## config.mk

```make
export PLATFORM = sky130hd
export DESIGN_NAME = eg_syntax_arbiter
export DESIGN_NICKNAME = d
export VERILOG_FILES = /design/src/rtl/eg_syntax_arbiter.sv
export SDC_FILE = /design/constraint.sdc
export NUM_CORES = 1
export LEC_CHECK = 0
export ABC_CLOCK_PERIOD_IN_PS = 3100
export BUFFER_PORTS_ARGS = -buffer_cell sky130_fd_sc_hd__buf_2
export CORE_MARGIN = 4
export CORE_UTILIZATION = 50
export CTS_CLUSTER_DIAMETER = 60
export DETAILED_ROUTE_END_ITERATION = 8
export HOLD_SLACK_MARGIN = 0.1
export PLACE_DENSITY = 0.85
export REMOVE_ABC_BUFFERS = 1
export SKIP_CTS_REPAIR_TIMING = 1
export SKIP_LAST_GASP = 1
export SYNTH_ARGS = -nofsm -noshare
export SYNTH_HDL_FRONTEND = slang
export SYNTH_SLANG_ARGS = --single-unit
```

## constraint.sdc

```tcl
create_clock -name clk -period 3.1 [get_ports clk]
set_input_delay 0.31 -clock clk [delete_from_list [all_inputs] [get_ports clk]]
set_output_delay 0.31 -clock clk [all_outputs]
set_load 0.01 [all_outputs]
```

## src/rtl/eg_syntax_arbiter.sv

```systemverilog
// eg_syntax_arbiter
// Lets several CAVLC syntax-element sources share one Exp-Golomb ue(v)/se(v) encoder.
// Requesters are served round-robin. The pipeline has two stages:
//   S1 holds the granted requester id and its code number.
//   S2 holds the finished codeword, its length and the requester id, and drives the outputs.
// Both stages use valid/ready handshakes, so one element can complete every cycle.
module eg_syntax_arbiter #(
    parameter  int NUM_REQ = 4,
    parameter  int VAL_W   = 8,
    localparam int CW      = 2*VAL_W+1,
    localparam int LW      = $clog2(CW+1),
    localparam int IW      = $clog2(NUM_REQ)
) (
    input  logic                     clk,
    input  logic                     rst_n,
    input  logic                     clr,
    input  logic [NUM_REQ-1:0]       req_valid,
    input  logic [NUM_REQ-1:0]       req_signed,
    input  logic [NUM_REQ*VAL_W-1:0] req_value,
    output logic [NUM_REQ-1:0]       req_ready,
    output logic                     out_valid,
    input  logic                     out_ready,
    output logic [CW-1:0]            out_codebit,
    output logic [LW-1:0]            out_len,
    output logic [IW-1:0]            out_id
);

    // pipeline and arbitration state
    logic               s1_valid_q,    s1_valid_d;
    logic [VAL_W:0]     s1_codenum_q,  s1_codenum_d;
    logic [IW-1:0]      s1_id_q,       s1_id_d;
    logic               out_valid_q,   out_valid_d;
    logic [CW-1:0]      out_codebit_q, out_codebit_d;
    logic [LW-1:0]      out_len_q,     out_len_d;
    logic [IW-1:0]      out_id_q,      out_id_d;
    logic [IW-1:0]      rr_ptr_q,      rr_ptr_d;

    // combinational helpers
    logic               adv1;
    logic               adv2;
    logic               any_req;
    logic               accept;
    logic [IW-1:0]      grant;
    logic [VAL_W-1:0]   grant_value;
    logic               grant_signed;
    logic [VAL_W-1:0]   grant_neg;
    logic [VAL_W:0]     grant_codenum;
    logic [VAL_W:0]     cn_plus1;
    logic [LW-2:0]      msb_pos;

    // Returns (base + k) mod NUM_REQ, for 0 <= k < NUM_REQ.
    // This works for any NUM_REQ, not only powers of two.
    function automatic logic [IW-1:0] wrap_add(input logic [IW-1:0] base, input int k);
        int sum;
        sum = int'(base) + k;
        if (sum >= NUM_REQ) begin
            sum = sum - NUM_REQ;
        end
        return IW'(sum);
    endfunction

    // Stage-advance conditions.
    // S2 can take a new element when it is empty or the packer is draining it.
    // S1 can take a new element when it is empty or S2 can take S1's element.
    always_comb begin
        adv2 = !out_valid_q || out_ready;
        adv1 = !s1_valid_q || adv2;
    end

    // Round-robin search.
    // Scan from rr_ptr upward; the first valid requester wins.
    always_comb begin
        any_req = 1'b0;
        grant   = '0;
        for (int k = 0; k < NUM_REQ; k++) begin
            if (!any_req && req_valid[wrap_add(rr_ptr_q, k)]) begin
                any_req = 1'b1;
                grant   = wrap_add(rr_ptr_q, k);
            end
        end
    end

    // Accept gating: clr blocks any accept, and a full, stalled S1 blocks accepts too.
    // The ready vector is at most one-hot.
    always_comb begin
        accept    = adv1 && !clr && any_req;
        req_ready = '0;
        if (accept) begin
            req_ready[grant] = 1'b1;
        end
    end

    // Map the granted value to its code number.
    // ue: the value is used as-is.
    // se: a positive v maps to 2v-1; a zero or negative v maps to -2v.
    // The most negative value maps to 2^VAL_W. That is why the code number is VAL_W+1 bits wide.
    always_comb begin
        grant_value   = req_value[int'(grant)*VAL_W +: VAL_W];
        grant_signed  = req_signed[grant];
        grant_neg     = '0 - grant_value;
        grant_codenum = '0;
        if (!grant_signed) begin
            grant_codenum = {1'b0, grant_value};
        end else if (!grant_value[VAL_W-1] && (grant_value != '0)) begin
            grant_codenum = {grant_value, 1'b0} - {{VAL_W{1'b0}}, 1'b1};
        end else begin
            grant_codenum = {grant_neg, 1'b0};
        end
    end

    // Build the codeword.
    // The codeword is codenum+1, right-aligned.
    // Its length is 2*M+1, where M is the index of the top set bit of codenum+1.
    // M comes from a priority encoder. The length is formed by appending a 1 to M, so no adder is needed.
    always_comb begin
        cn_plus1 = s1_codenum_q + {{VAL_W{1'b0}}, 1'b1};
        msb_pos  = '0;
        for (int b = 0; b <= VAL_W; b++) begin
            if (cn_plus1[b]) begin
                msb_pos = (LW-1)'(b);
            end
        end
    end

    // Next-state logic.
    // clr wins: it empties both stages and rewinds the pointer, and leaves the output data as it is.
    // Otherwise each stage moves when it is allowed to advance.
    always_comb begin
        s1_valid_d    = s1_valid_q;
        s1_codenum_d  = s1_codenum_q;
        s1_id_d       = s1_id_q;
        out_valid_d   = out_valid_q;
        out_codebit_d = out_codebit_q;
        out_len_d     = out_len_q;
        out_id_d      = out_id_q;
        rr_ptr_d      = rr_ptr_q;
        if (clr) begin
            s1_valid_d  = 1'b0;
            out_valid_d = 1'b0;
            rr_ptr_d    = '0;
        end else begin
            if (adv2) begin
                out_valid_d = s1_valid_q;
                if (s1_valid_q) begin
                    out_codebit_d = {{(CW-VAL_W-1){1'b0}}, cn_plus1};
                    out_len_d     = {msb_pos, 1'b1};
                    out_id_d      = s1_id_q;
                end
            end
            if (adv1) begin
                s1_valid_d = accept;
                if (accept) begin
                    s1_codenum_d = grant_codenum;
                    s1_id_d      = grant;
                end
            end
            if (accept) begin
                rr_ptr_d = wrap_add(grant, 1);
            end
        end
    end

    // State registers, cleared asynchronously on reset.
    always_ff @(posedge clk or negedge rst_n) begin
        if (!rst_n) begin
            s1_valid_q    <= 1'b0;
            s1_codenum_q  <= '0;
            s1_id_q       <= '0;
            out_valid_q   <= 1'b0;
            out_codebit_q <= '0;
            out_len_q     <= '0;
            out_id_q      <= '0;
            rr_ptr_q      <= '0;
        end else begin
            s1_valid_q    <= s1_valid_d;
            s1_codenum_q  <= s1_codenum_d;
            s1_id_q       <= s1_id_d;
            out_valid_q   <= out_valid_d;
            out_codebit_q <= out_codebit_d;
            out_len_q     <= out_len_d;
            out_id_q      <= out_id_d;
            rr_ptr_q      <= rr_ptr_d;
        end
    end

    // The outputs come directly from the S2 registers.
    always_comb begin
        out_valid   = out_valid_q;
        out_codebit = out_codebit_q;
        out_len     = out_len_q;
        out_id      = out_id_q;
    end

endmodule

```

==> metrics.md <==
| Metric | Value |
|---|---|
| Total wire length | 5160 um |
| Critical Path Start Type | register |
| Htree depth | 2 |
| CTS Buf Count | 5 |
| Met2 usage | 28.3% |
| Cell area power density | 724 nW/um2 |
| Synth Instances | 271 |
| Final setup viols | 0 |
| Fin area | 2760 um2 |
| Leading cell type by number of instances after synthesis | nand2_1 |
| Slowest CP cell | dfrtp_1 |
| Yosys reg bits | 30 |
| DR iter-0 viols | 72 |
| M3 GR Usage | 3.63% |
| VDD IR max | 0.283 mV |
| Initial antenna violation count | 0 |
| Clock latency on the worst-skew pair | 0.28 ns |
| Largest area contributor in the netlist | dfrtp_1 |
| Post-Syn Area | 2360 um2 |
| Rel. slew slack | 56.9% |
| Number of global-route vias before repair | 1934 |
| Routed vias/inst | 5.57 |
| Root buf cell | clkbuf_8 |
| Tmin final | 2.82 ns |
| Clock sink count | 30 |
| # diodes | 0 |
| CP delay by family, top | compound AO/OA/AOI/OAI gates |
| DIE HEIGHT | 76.8 um |
| Crit Path Max Fanout | 13 |
| Worst Hold Class | input pin to async pin |
| WL/cell | 13.4 um |
| Setup TNS | 0 ns |
| Area added between synthesis and finish | 16.6% |
| Worst Setup End Kind | register |
| WP depth | 11 |
| FP Rows | 24 |
| Bufs and invs on worst path | 1 |
| Placed instance count | 376 |
| WP data required | 3.30 ns |
| Post-synth EDFFs | 0 |
| Area contributors post-synth | dfrtp_1 (32%), nand2_1 (6.5%), o21ai_0 (4.7%) |
| Worst-margin pin slew | 0.647 ns |
| Reg2reg path depth | 11 |
| Die W | 76.8 um |
| Final Max Tran Viols | 0 |
| GRT met1 Usage | 23.4% |
| Layout Nets | 382 |
| DP HPWL | 4040 um |
| Achievable Freq | 354 MHz |
| 1st-pass router iterations | 4 |
| GPL Wtd Cong | 0.935 |
| Vias | 2139 |
| Post-layout util | 61.6% |
| WP data arrival | 3.02 ns |
| DRC errors left | 0 |
| First-pass GRT wire length | 8680 um |
| Post-Place Cell Area | 2670 um2 |
| GR peak layer | met2 |
| Layout cell share with drive strength beyond 1 | 31.9% |
| Post-synthesis average cell area | 8.73 um2 |
| Netlist cell types | 60 |
| Max Buffers Root-to-Sink | 2 |
| Async set-reset flop share out of synthesis | 100% |
| Final hold vios | 0 |
| Core region area | 4470 um2 |
| Starting Density | 52.9% |
| Max incr delay on CP | 0.47 ns |
| Main synth FF type | dfrtp_1 |
| Status | complete, no violations |
| RSZ-0062 raised after global routing | no |
| Final std cells w/o fill | 384 |
| CTS tree | yes |
| Number of buffers added on ports | 64 |
| Ys Warns | 0 |
| Tot GR Track Use | 17.6% |
| Post-route antenna net violation count | 0 |
| Synth cell count leaders | nand2_1 (41), dfrtp_1 (30), o21ai_0 (22), nor2_1 (18), a21oi_1 (10) |
| Crit-path cells | mux2i_1, o2bb2ai_2, nor2_8, inv_4, a211oi_2, a31o_2, ha_1, nand2_1, nor4_1, o21ai_1, a221oi_2 |
| Largest net degree at the start of global routing | 31 |
| Synth top area share | 31.7% |
| Setup CP Type | register to register |
| IO Count | 73 |
| Clk slew on worst S/H paths | 0.06 ns |
| Part of the cycle the worst path needs | 91.0% |
| DIE AREA | 5890 um2 |
| Layout Skew | 0.00899 ns |
| Grt total ovfl | 0 |
| Leak Pwr | 1.26 nW |
| Max Cap Viol | 0 |
| Fin Hold WS | 0.0486 ns |
| Post-synthesis sequential area ratio | 31.7% |
-- per-layer routing --
layer	wire length (um)	vias to the layer above
li1	-	1082
met1	2360	971
met2	2390	79
met3	353	7
met4	62	0
met5	0	-
-- worst paths after layout --
check / startpoint / to / slack [ns]
setup / recovery: rr_ptr_q[0] / s1_codenum_q[7] / 0.28
hold / removal: rst_n / s1_valid_q / 0.05
setup reg to reg: rr_ptr_q[0] / s1_codenum_q[7] / 0.28
hold reg to reg: out_len[0] / out_len[0] / 0.47
max in group asynchronous: rst_n / out_codebit[0] / 2.63
min in group clk: clr / s1_valid_q / 0.25
-- power breakdown --
group | internal [mW] | switching (mW)
Combinational | 0.444 | 0.584
Clock | 0.179 | 0.139
Sequential | 0.524 | 0.128
-- cells by family after synthesis --
| family | after synthesis | share of synthesized area, % |
|---|---|---|
| other | 1 | 0.159 |
| multiplexers | 11 | 5.03 |
| AO/OA/AOI/OAI | 74 | 24.2 |
| flip-flops | 30 | 31.7 |
| AND/OR/NAND/NOR | 106 | 22.6 |
| adder cells (fa/ha/maj) | 7 | 3.70 |
| buffers and inverters | 28 | 7.35 |
| XOR/XNOR | 14 | 5.19 |
-- metrics by stage --
| step | total power [mW] | setup WS (ns) |
|---|---|---|
| 2_1_floorplan | 1.38 | 0.399 |
| 3_3_place_gp | 1.64 | 0.336 |
| 3_5_place_dp | 1.68 | 0.175 |
| 4_1_cts | 2.01 | 0.165 |
| 5_1_grt | 2.17 | 0.0611 |
| 6_report | 2.00 | 0.279 |
-- state kept, by name, summed over array words and instances (netlist names) --
| name | cells |
|---|---|
| s1_codenum_q | 9 |
| out_codebit | 8 |
| out_len | 5 |
| out_id | 2 |
| rr_ptr_q | 2 |
| s1_id_q | 2 |
| out_valid | 1 |
| s1_valid_q | 1 |
-- cell type report --
class | count | area, um2
fillers | 389 | 1720
clock inverters | 1 | 5.00
clock buffers | 7 | 86.3
inverters | 4 | 17.5
flip-flops and latches | 30 | 751
well taps | 52 | 65.1
multi-input cells | 220 | 1470
repair buffers | 70 | 365
-- cells in the final DEF (no fill, tap or decap), drive strengths merged, types with 4 or more instances in the layout --
cell	count
buf	70
nand2	42
dfrtp	30
o21ai	29
nor2	19
a21oi	11
nand3	9
xnor2	8
conb	8
a32oi	8
nor3	7
ha	7
mux2i	7
clkbuf	7
and2	7
xor2	6
and3	5
nand2b	4
a211oi	4
mux2	4
inv	4
Power figures use the tool's default switching activity.
